==> src/rtl/loader_pkg.sv <==
// Shared types and constants for the instruction-memory boot loader.
package loader_pkg;

  // Loader sequencing: two header bytes, payload words, one write-finish cycle.
  typedef enum logic [2:0] {
    S_IDLE   = 3'd0,
    S_LEN_LO = 3'd1,
    S_LEN_HI = 3'd2,
    S_DATA   = 3'd3,
    S_WFIN   = 3'd4,
    S_DONE   = 3'd5,
    S_ERROR  = 3'd6
  } loader_state_t;

  // Header word-count width.
  localparam int LEN_W = 16;

  // Byte lanes within a 32-bit instruction word (little-endian).
  localparam int         LANE_W    = 8;
  localparam int         NUM_LANES = 4;
  localparam logic [1:0] LAST_LANE = 2'd3;

  // States in which the loader is willing to accept a byte.
  function automatic logic takes_bytes(input loader_state_t s);
    return (s == S_LEN_LO) || (s == S_LEN_HI) || (s == S_DATA);
  endfunction

endpackage

==> src/rtl/imem_loader_word_packer.sv <==
// Packs a little-endian byte stream into 32-bit words; flags the fourth byte.
module word_packer
  import loader_pkg::*;
(
  input  logic                         clk,
  input  logic                         reset,
  input  logic                         clear,
  input  logic                         byte_en,
  input  logic [LANE_W-1:0]            byte_in,
  output logic [NUM_LANES*LANE_W-1:0]  word_out,
  output logic                         word_full
);

  logic [1:0]                    byte_idx_q, byte_idx_d;
  logic [NUM_LANES*LANE_W-1:0]   lane_q;

  // Merge the incoming byte into its lane so the completed word is visible
  // in the same cycle as its fourth byte.
  always_comb begin
    word_out = lane_q;
    if (byte_en) begin
      case (byte_idx_q)
        2'd0:    word_out[7:0]   = byte_in;
        2'd1:    word_out[15:8]  = byte_in;
        2'd2:    word_out[23:16] = byte_in;
        default: word_out[31:24] = byte_in;
      endcase
    end
    byte_idx_d = byte_en ? byte_idx_q + 2'd1 : byte_idx_q;
    word_full  = byte_en && (byte_idx_q == LAST_LANE);
  end

  // Lane register and byte index; clear drops any partial word.
  always_ff @(posedge clk) begin
    if (reset || clear) begin
      byte_idx_q <= 2'd0;
      lane_q     <= '0;
    end else begin
      byte_idx_q <= byte_idx_d;
      lane_q     <= word_out;
    end
  end

endmodule

==> src/rtl/imem_loader.sv <==
// Boot loader: parses a 16-bit word-count header, streams words into the
// instruction memory from address 0 and holds the CPU until the image is in.
//
// Handshake: a byte moves on every rising edge where rx_valid && rx_ready;
// rx_ready depends on loader state only and never on rx_valid.
module imem_loader
  import loader_pkg::*;
#(
  parameter int DEPTH_WORDS = 1024,
  parameter int ADDR_W      = 10
) (
  input  logic              clk,
  input  logic              reset,
  input  logic              start,
  input  logic              rx_valid,
  input  logic [7:0]        rx_data,
  output logic              rx_ready,
  output logic              imem_we,
  output logic [ADDR_W-1:0] imem_waddr,
  output logic [31:0]       imem_wdata,
  output logic              cpu_hold,
  output logic              busy,
  output logic              done,
  output logic              error,
  output loader_state_t     dbg_state
);

  localparam logic [LEN_W-1:0] DEPTH_LEN = LEN_W'(DEPTH_WORDS);

  loader_state_t     state_q, state_d;
  logic [LEN_W-1:0]  len_q, len_d;
  logic [LEN_W-1:0]  word_cnt_q, word_cnt_d;
  logic [LEN_W-1:0]  len_full;
  logic              rx_ready_q, imem_we_q, cpu_hold_q, busy_q, done_q, error_q;
  logic [ADDR_W-1:0] imem_waddr_q;
  logic [31:0]       imem_wdata_q;

  logic        xfer;
  logic        pk_clear, pk_byte_en, pk_full;
  logic [31:0] pk_word;
  logic        last_word;

  assign xfer       = rx_valid && rx_ready_q;
  assign len_full   = {rx_data, len_q[7:0]};
  assign last_word  = (word_cnt_q + 16'd1) == len_q;
  assign pk_byte_en = xfer && (state_q == S_DATA);

  word_packer u_packer (
    .clk       (clk),
    .reset     (reset),
    .clear     (pk_clear),
    .byte_en   (pk_byte_en),
    .byte_in   (rx_data),
    .word_out  (pk_word),
    .word_full (pk_full)
  );

  // Next-state, header capture and word counting.
  always_comb begin
    state_d    = state_q;
    len_d      = len_q;
    word_cnt_d = word_cnt_q;
    pk_clear   = 1'b0;
    case (state_q)
      S_IDLE, S_DONE, S_ERROR: begin
        if (start) state_d = S_LEN_LO;
      end
      S_LEN_LO: begin
        if (xfer) begin
          len_d[7:0] = rx_data;
          state_d    = S_LEN_HI;
        end
      end
      S_LEN_HI: begin
        if (xfer) begin
          len_d      = len_full;
          word_cnt_d = '0;
          pk_clear   = 1'b1;
          if (len_full == '0)            state_d = S_DONE;
          else if (len_full > DEPTH_LEN) state_d = S_ERROR;
          else                           state_d = S_DATA;
        end
      end
      S_DATA: begin
        if (pk_full) begin
          word_cnt_d = word_cnt_q + 16'd1;
          if (last_word) state_d = S_WFIN;
        end
      end
      S_WFIN:  state_d = S_DONE;
      default: state_d = S_IDLE;
    endcase
  end

  // State plus all registered outputs, decoded from the next state so they
  // line up with the state they describe.
  always_ff @(posedge clk) begin
    if (reset) begin
      state_q      <= S_IDLE;
      len_q        <= '0;
      word_cnt_q   <= '0;
      rx_ready_q   <= 1'b0;
      imem_we_q    <= 1'b0;
      imem_waddr_q <= '0;
      imem_wdata_q <= '0;
      cpu_hold_q   <= 1'b1;
      busy_q       <= 1'b0;
      done_q       <= 1'b0;
      error_q      <= 1'b0;
    end else begin
      state_q    <= state_d;
      len_q      <= len_d;
      word_cnt_q <= word_cnt_d;
      rx_ready_q <= takes_bytes(state_d);
      busy_q     <= (state_d == S_LEN_LO) || (state_d == S_LEN_HI) ||
                    (state_d == S_DATA)   || (state_d == S_WFIN);
      done_q     <= (state_d == S_DONE);
      error_q    <= (state_d == S_ERROR);
      cpu_hold_q <= (state_d != S_DONE);
      imem_we_q  <= pk_full;
      if (pk_full) begin
        imem_waddr_q <= word_cnt_q[ADDR_W-1:0];
        imem_wdata_q <= pk_word;
      end
    end
  end

  assign rx_ready   = rx_ready_q;
  assign imem_we    = imem_we_q;
  assign imem_waddr = imem_waddr_q;
  assign imem_wdata = imem_wdata_q;
  assign cpu_hold   = cpu_hold_q;
  assign busy       = busy_q;
  assign done       = done_q;
  assign error      = error_q;
  assign dbg_state  = state_q;

endmodule

==> config.mk <==
export PLATFORM = sky130hd
export DESIGN_NAME = imem_loader
export DESIGN_NICKNAME = d
export VERILOG_FILES = /design/src/rtl/loader_pkg.sv /design/src/rtl/imem_loader_word_packer.sv /design/src/rtl/imem_loader.sv
export SDC_FILE = /design/constraint.sdc
export NUM_CORES = 1
export LEC_CHECK = 0
export CAP_MARGIN = 15
export CORE_MARGIN = 8
export CORE_UTILIZATION = 30
export DETAILED_ROUTE_END_ITERATION = 16
export SLEW_MARGIN = 30
export SYNTH_ARGS = -nofsm -noshare
export SYNTH_HDL_FRONTEND = slang
export SYNTH_SLANG_ARGS = --single-unit
export TNS_END_PERCENT = 100
==> constraint.sdc <==
create_clock -name clk -period 4.1 [get_ports clk]
set_input_delay 0.82 -clock clk [delete_from_list [all_inputs] [get_ports clk]]
set_output_delay 0.82 -clock clk [all_outputs]
set_load 0.01 [all_outputs]
Word level (Yosys, flattened, before mapping)
Index checks and enable logic that the tools add are counted.
Storage, ports and cells
  logic and storage cells: 73
  input port bits: 12
  register bits: 117
  output and inout port bits: 51
Cells by class
  muxes and demuxes: 20
  equal/unequal tests: 19
  magnitude comparators: 1
  add/sub/neg operators: 2
  bitwise operators: 1
  reduce and logical (&&, ||, !) cells: 16
Operator list (number)
  $mux 8: 5
  $mux 16: 2
  $mux 32: 1
  $pmux 16 s2: 1
  $mux 3: 7
  $eq 3x3->1 const B: 6
  $add 16x1->16 const B: 1
  $eq 16x16->1: 1
  $gt 16x11->1 const B: 1
  $logic_not 16->1: 1
  $pmux 8 s2: 1
  $pmux 3 s5: 1
  $eq 3x2->1 const B: 4
  $eq 3x1->1 const B: 2
  $reduce_and 3->1: 2
  $reduce_or 3->1: 2
  $eq 2x2->1 const B: 2
  $logic_or 1x1->1: 4
  $ne 2x2->1 const B: 2
  $logic_and 1x1->1: 3
  $logic_not 3->1: 1
  $ne 3x3->1 const B: 1
  $add 2x1->2 const B: 1
  $eq 2x1->1 const B: 1
  other kinds (5): 6

Depth between registers and ports, before layout
Gate-level depths: netlist of run 1.
  depth in word-level cells: 9
  gate-level depth with buffers: 8
  gate-level depth less buffers: 7

Cells and area by module
A second synthesis of run 1 with hierarchy kept.
Second synthesis, totals
  cells, all modules: 627
  area total of the unflattened synthesis: 5526.6 um^2
By module, submodules not included
  imem_loader: area each 3836.2 um^2, seq. area each 1661.6 um^2, cells an instance 433, instances 1
  word_packer: area each 1690.4 um^2, seq. area each 680.7 um^2, cells an instance 194, instances 1

Least setup slack after synthesis of run 1
Ideal clock, no wire load.
  kind: register to register
  from: register word_cnt_q[1]
  to: register rx_ready_q (netlist: rx_ready)
  library setup time: 0.144 ns
  arrival time: 2.120 ns
  path buffers: 0
  cell stages (with the launch flop): 8
  data required time: 3.956 ns
  setup slack: 1.836 ns
  period minus slack after synthesis: 2.264 ns
  cells stage by stage: dfxtp_1 > ha_1 > nand3_4 > or3_4 > or4_4 > a211oi_2 > o2111a_2 > a21boi_0
On the way
  word-level cells in the longest chain between the ends: 8
  elaborated cells between the ends (all ways): 10
  those cells by class: 1 x add/sub; 4 x eq/ne; 3 x mux; 2 x reduce/logical
RTL lines
  start, declared: line imem_loader.sv:32  | logic [LEN_W-1:0] word_cnt_q, word_cnt_d;
  start signal, assigned: line imem_loader.sv:113  | word_cnt_q <= word_cnt_d;
  $add 16x1->16 *: line imem_loader.sv:45  | assign last_word = (word_cnt_q + 16'd1) == len_q;
  $eq 16x16->1 *: line imem_loader.sv:45
  $mux 3 *: line imem_loader.sv:87  | if (last_word) state_d = S_WFIN;
  $mux 3 *: line imem_loader.sv:85  | if (pk_full) begin
  $pmux 3 s5 *: line imem_loader.sv:64  | case (state_q)
  $eq 3x1->1 / $eq 3x2->1 (equally long branches): line loader_pkg.sv:25  | return (s == S_LEN_LO) || (s == S_LEN_HI) || (s == S_DATA);
  $logic_or 1x1->1: line loader_pkg.sv:25
  $logic_or 1x1->1 *: line loader_pkg.sv:25
  end signal, assigned: line imem_loader.sv:114  | rx_ready_q <= takes_bytes(state_d);
  end, declared: line imem_loader.sv:34  | logic rx_ready_q, imem_we_q, cpu_hold_q, busy_q, done_q, error_q;
Mark *: on every way between the ends. The rest lies on a longest branch, timed or not.
A chain may end at the register's enable or synchronous reset.

Worst setup path after layout of run 1
  from: input port rx_valid
  to: register imem_wdata_q[26] (netlist: imem_wdata[26])
On the way
  word-level cells in the longest chain between the ends: 3
  elaborated cells between the ends (all ways): 4
  those cells by class: 1 x mux; 3 x reduce/logical
RTL lines
  start, declared: line imem_loader.sv:15  | input logic rx_valid,
  $logic_and 1x1->1 *: line imem_loader.sv:43  | assign xfer = rx_valid && rx_ready_q;
  $logic_and 1x1->1 *: line imem_loader.sv:46  | assign pk_byte_en = xfer && (state_q == S_DATA);
  $mux 32 / $logic_and 1x1->1 (equally long branches): line imem_loader_word_packer.sv:21, imem_loader_word_packer.sv:30
  end signal, assigned: line imem_loader.sv:123  | imem_wdata_q <= pk_word;
  end, declared: line imem_loader.sv:36  | logic [31:0] imem_wdata_q;
Marks and branches as above.

==> results of run 1 <==
==> sequential cells by signal, summed over array words and instances, names as in the netlist, 2 cells and up <==
name and count:
imem_wdata 32, dbg_state 3, imem_waddr 10, u_packer.lane_q 32, len_q 16, u_packer.byte_idx_q 2
word_cnt_q 16
==> worst max-delay path: stages <==
cell	delay [ps]
clkdlybuf4s50_1	480
nand4b_1	120
buf_4	210
nor2_1	430
nand2_1	440
nor2_1	190
a21oi_1	80
a211oi_1	240
==> per-stage QoR <==
step / cells / setup slack, ps / cell area (um^2) / power, W
floorplan: 589 / 1840 / 4990 / 0.00122
global placement: 845 / 1040 / 5830 / 0.00127
detailed placement: 845 / 969 / 5830 / 0.00127
CTS: 874 / 1400 / 6420 / 0.00278
global route: 874 / 1160 / 6420 / 0.00283
finish: 874 / 1400 / 6420 / 0.00275
==> power by group <==
group	switching (W)	leakage [nW]	total (W)	internal [W]
combinational	0.0000588	1.09	0.0000949	0.0000361
clock	0.000512	0.290	0.00150	0.000989
sequential	0.00000890	0.943	0.00115	0.00114
total	0.000579	2.32	0.00275	0.00217
==> cells by family after synthesis <==
| kind of cell | count (synthesis) | share of synthesized area |
|---|---|---|
| simple gates | 239 | 0.219 |
| buf+inv | 47 | 0.0399 |
| mux | 31 | 0.0627 |
| flops | 117 | 0.469 |
| fa+ha+maj | 6 | 0.0150 |
| compound gates | 130 | 0.160 |
| xor+xnor | 19 | 0.0334 |
==> cell usage after synthesis, drive strengths merged (3+ instances only) <==
| library cell | number |
|---|---|
| nand4 | 6 |
| buf | 7 |
| nand3 | 13 |
| inv | 9 |
| or3 | 4 |
| mux2i | 29 |
| or4 | 4 |
| nor3b | 4 |
| dfxtp | 117 |
| nand2 | 76 |
| o21ai | 28 |
| clkbuf | 31 |
| a21oi | 50 |
| nand2b | 3 |
| ha | 6 |
| and3 | 3 |
| nor4 | 10 |
| xnor2 | 14 |
| nor2 | 97 |
| nor3 | 12 |
| xor2 | 5 |
| a211oi | 35 |
==> metal layers <==
layer  GRT usage  vias to the layer above  share of wire
met5           0                        -              0
met4      0.0547                        0          0.016
met3      0.0448                       16          0.068
met2       0.215                      131           0.48
met1       0.153                     2044           0.44
li1            -                     2172              -
==> final timing paths <==
| path | start | endpoint | slack, ps | cells past startpoint |
|---|---|---|---|---|
| max | rx_valid | imem_wdata[26] | 1400 | 8 |
| min | imem_waddr[8] | imem_waddr[8] | 450 | 2 |
| max reg2reg | word_cnt_q[0] | rx_ready | 1450 | 7 |
| min reg2reg | imem_waddr[8] | imem_waddr[8] | 450 | 2 |
==> area by class of cell <==
| type | instances | area share |
|---|---|---|
| multi-input combinational | 425 | 0.383 |
| sequential | 117 | 0.365 |
| inverter | 9 | 0.00526 |
| clock inverter | 9 | 0.0201 |
| timing repair buffer | 74 | 0.112 |
| clock buffer | 20 | 0.0727 |
| tap | 220 | 0.0429 |
==> layout by cell type, fill, tap and decap left out, types with 4 or more instances in the layout <==
cell type and count:
a21oi_1 50, nor2_1 96, buf_4 11, nand2_1 76, nor3b_1 4, mux2i_1 29
dfxtp_1 117, o21ai_0 28, ha_1 6, xor2_1 5, a211oi_1 34, nor3_1 12
xnor2_1 14, clkdlybuf4s50_1 61, nor4_1 9, nand3_1 11, inv_1 9, nand4_1 6
clkbuf_16 17
==> out/qor.yml, run 1 <==
status: "finished clean"
synth_seq_cells: 117
coreArea_um2: 16400
clock_tree.root_cell: "clkbuf_16"
syn-cell-area_um2: 4990
power_density_nw_per_um2: 428
diodes: 0
clock_sinks: 117
ir_worst_vdd_mv: 0.264
synth_area_per_cell_um2: 8.47
synth.top_cell.area_share: 0.469
slew_headroom: 0.573
synth.area.top_cells: "dfxtp_1, nor2_1, mux2i_1"
required_ps: 4430
nFillCells: 1634
wl_per_cell_um: 15.6
grt_overflow: 0
multi_input_area_um2: 2460
slew_viol_final: 0
wl_um: 13700
num_vias: 4363
grt_pass1_vias: 4501
hold_viol: 0
ys_warn_count: 0
crit_arrival_ps: 3020
syn_nets: 607
ys_types: 51
skew_ps: 16.6
fin_crit_ps: 2700
synth_ff_type: "dfxtp_1"
post-cts-setup-buffers: 0
hold_path.class: "reg2reg"
fin_nets: 662
startpoint_type: "primary input"
cts-hold-fix-buffers: 0
htree_levels: 4
synth_area_leader_cell: "dfxtp_1"
hold_ws_ps: 452
path_max_fanout: 12
post-route-util: 0.391
setup.worst_path.class: "in2reg"
first_iter_violations: 243
dp_hpwl_um: 9120
ant_nets: 0
cts_made_buffers: 17
cts_resized: 0
synthArstFlopShare: 0
grt.total_usage: 0.131
first_pass_iters: 4
num_io_pins: 63
finalCritPeriodShare: 0.658
register_area_um2: 2340
initial_core_util: 0.304
setup_viol: 0
viasPerCell: 4.99
fin_tns_setup_ps: 0
cap_violations: 0
die_h_um: 145
fp.dieW_um: 145
gp_congestion: 0.830
tightestPinTransition_ps: 636
antenna_found_initial: 0
seq_area_frac_synth: 0.469
die_area_um2: 21000
endpoint_kind: "register"
grt_max_degree: 90
rsz0062_at_grt: "no"
leakage_nw: 2.32
insertion_delay_ps: 420
clk_pin_slew_ps: 50
drc: 0
cts.path.max_buffers: 2
synth_edf_count: 0
grt_pass1_wl_um: 22500
drive_above_1_share: 0.0826
syn_to_final_growth_pct: 28.7
cts_tree: "yes"
max_clock_freq_mhz: 371
fp-row-count: 47
io_buffer_count: 62
synthCells: 589
Power figures use the tool's default switching activity.
==> inputs of run 2 (changes only) <==
==> constraint.sdc (replaced) <==
create_clock -name clk -period 2.7 [get_ports clk]
set_input_delay 0.54 -clock clk [delete_from_list [all_inputs] [get_ports clk]]
set_output_delay 0.54 -clock clk [all_outputs]
set_load 0.01 [all_outputs]
==> run 2 against run 1 <==
  * Clock power increased by 57%
  * Sequential power up 52%
  * Routed wire length up 0.25%
  * Global-route usage barely moved
  * Power grew 55%
  * Sequential share of layout area is 0.73 points lower
  * Combinational power up 70%
  * Design area up 2.0%
  * Clock skew down 11 ps
  * Die area did not move
  * Critical path type is now reg2reg
  * Largest cell class unchanged
==> out/qor.yml, run 2 (synthesized netlist as in run 1, its figures left out) <==
status: "finished clean"
cts_resized: 0  # unchanged
leakage_nw: 2.40  # +3.5%
syn_to_final_growth_pct: 31.3
cts_tree: "yes"
crit_arrival_ps: 2710  # -310 ps
die_area_um2: 21000  # unchanged
htree_levels: 4  # unchanged
fin_cells: 890  # +1.8%
tightestPinTransition_ps: 644  # +7.92 ps
endpoint_kind: "register"
place_inst: 858  # +1.5%
setup.worst_path.class: "reg2reg"
power_density_nw_per_um2: 651  # +52%
p_sw_frac: 0.206  # -0.00462
hold_viol: 0  # unchanged
cts_made_buffers: 17  # unchanged
insertion_delay_ps: 410  # about the same
setup_viol: 0  # unchanged
final_common_cell: "dfxtp_1"
crit_slowest_cell: "dfxtp_1"
post-cts-setup-buffers: 0  # unchanged
grt.total_usage: 0.131  # +0.000255
die_h_um: 145  # unchanged
coreArea_um2: 16400  # unchanged
grt_pass1_wl_um: 22400  # -0.19%
final_cell_mix: "dfxtp_1, nor2_1, nand2_1"
fp.dieW_um: 145  # unchanged
switching_power_w: 0.000879  # +52%
clk_pin_slew_ps: 50  # about the same
fin_crit_ps: 2410
seqPwrFrac: 0.410  # -0.010
finalCritPeriodShare: 0.894
ant_nets: 0  # unchanged
design_area_um2: 6550  # +2.0%
first_pass_iters: 4  # unchanged
viasPerCell: 4.99  # about the same
grt_pass1_vias: 4318  # -4.1%
rsz0062_at_grt: "no"
p_int_w: 0.00339  # +56%
num_vias: 4445  # +1.9%
slew_viol_final: 0  # unchanged
diodes: 0  # unchanged
clock_tree.root_cell: "clkbuf_16"
grt_max_degree: 90  # unchanged
slew_headroom: 0.567  # -0.00668
drc: 0  # unchanged
drive_above_1_share: 0.100  # +0.0174
hold_path.class: "reg2reg"
fp-row-count: 47  # unchanged
wl_per_cell_um: 15.4  # -1.6%
dp_hpwl_um: 9300  # +1.9%
pwr-share-comb: 0.038  # +0.003
wl_um: 13700  # +0.25%
max_clock_freq_mhz: 414
clock_sinks: 117  # unchanged
ir_worst_vdd_mv: 0.419  # +59%
crit_chain: "ha_1 > nand3_4 > or3_4 > or4_4 > a211oi_2 > o2111a_2 > a21boi_0"
skew_ps: 5.13  # -11.5 ps
initial_core_util: 0.304  # unchanged
num_io_pins: 63  # unchanged
power.share.clock: 0.552  # +0.006
io_buffer_count: 62  # unchanged
max_stage_delay_ps: 480  # about the same
placed_area_um2: 5940  # +1.9%
cts.path.max_buffers: 2  # unchanged
fin_nets: 675  # +2.0%
grt_overflow: 0  # unchanged
required_ps: 2990  # -1440 ps
path_max_fanout: 8  # -4
first_iter_violations: 329  # +35%
gp_congestion: 0.807  # -2.8%
startpoint_type: "register"
cap_violations: 0  # unchanged
antenna_found_initial: 0  # unchanged
cts-hold-fix-buffers: 0  # unchanged
-- run 2: cell count changes in the layout (fill, tap and decap cells not counted), sizes merged --
cell      before  now
buf           13   26
clkinv         4    5
clkinvlp       2    1
bufinv         3    4
clkbuf        20   22
-- run 2: power by group through the flow --
stage,clock [W],sequential (W),combinational (W)
finish,0.00236,0.00175,0.000161
global route,0.00248,0.00175,0.000173
CTS,0.00240,0.00175,0.000162
detailed placement,0,0.00179,0.000161
global placement,0,0.00179,0.000159
floorplan,0,0.00178,0.0000711
-- run 2: per-layer routing --
layer,wire [um],vias to the layer above,global-route usage
met5,0,-,0
met4,276,0,0.0589
met3,777,20,0.0435
met2,6460,110,0.209
met1,6190,2122,0.157
li1,-,2193,-
-- run 2: critical path, delay by kind of cell, from the launching register on --
kind	cells	cell delay (ps)
AO/OA/AOI/OAI	3	610
adder cells (fa/ha/maj)	1	270
flip-flops	1	480
AND/OR/NAND/NOR	3	940
-- run 2: path summary, 6_finish.rpt --
kind,startpoint,endpoint,slack [ps],cells past startpoint
worst max-delay path,word_cnt_q[0],rx_ready,290,7
worst min-delay path,imem_waddr[4],imem_waddr[4],450,2
worst max register to register,word_cnt_q[0],rx_ready,290,7
worst min register to register,imem_waddr[4],imem_waddr[4],450,2
-- run 2: final cells by class --
cell class	instances	area [um^2]
tap	220	275
inverter	9	33.8
clock buffer	22	464
clock inverter	10	153
multi-input combinational	425	2460
timing repair buffer	87	828
sequential	117	2340
fill	1604	9850
-- run 2: through the flow --
stage                     hold slack, ps  power (W)  setup TNS [ps]   util  setup slack [ps]
after floorplan                      445    0.00186               0      -               436
after global placement               449    0.00194            -116  0.362             -88.5
after detailed placement             449    0.00195           -48.3  0.362             -48.3
after CTS                            456    0.00431               0  0.399               273
after global routing                 484    0.00440               0  0.399               118
final                                453    0.00427               0  0.399               285
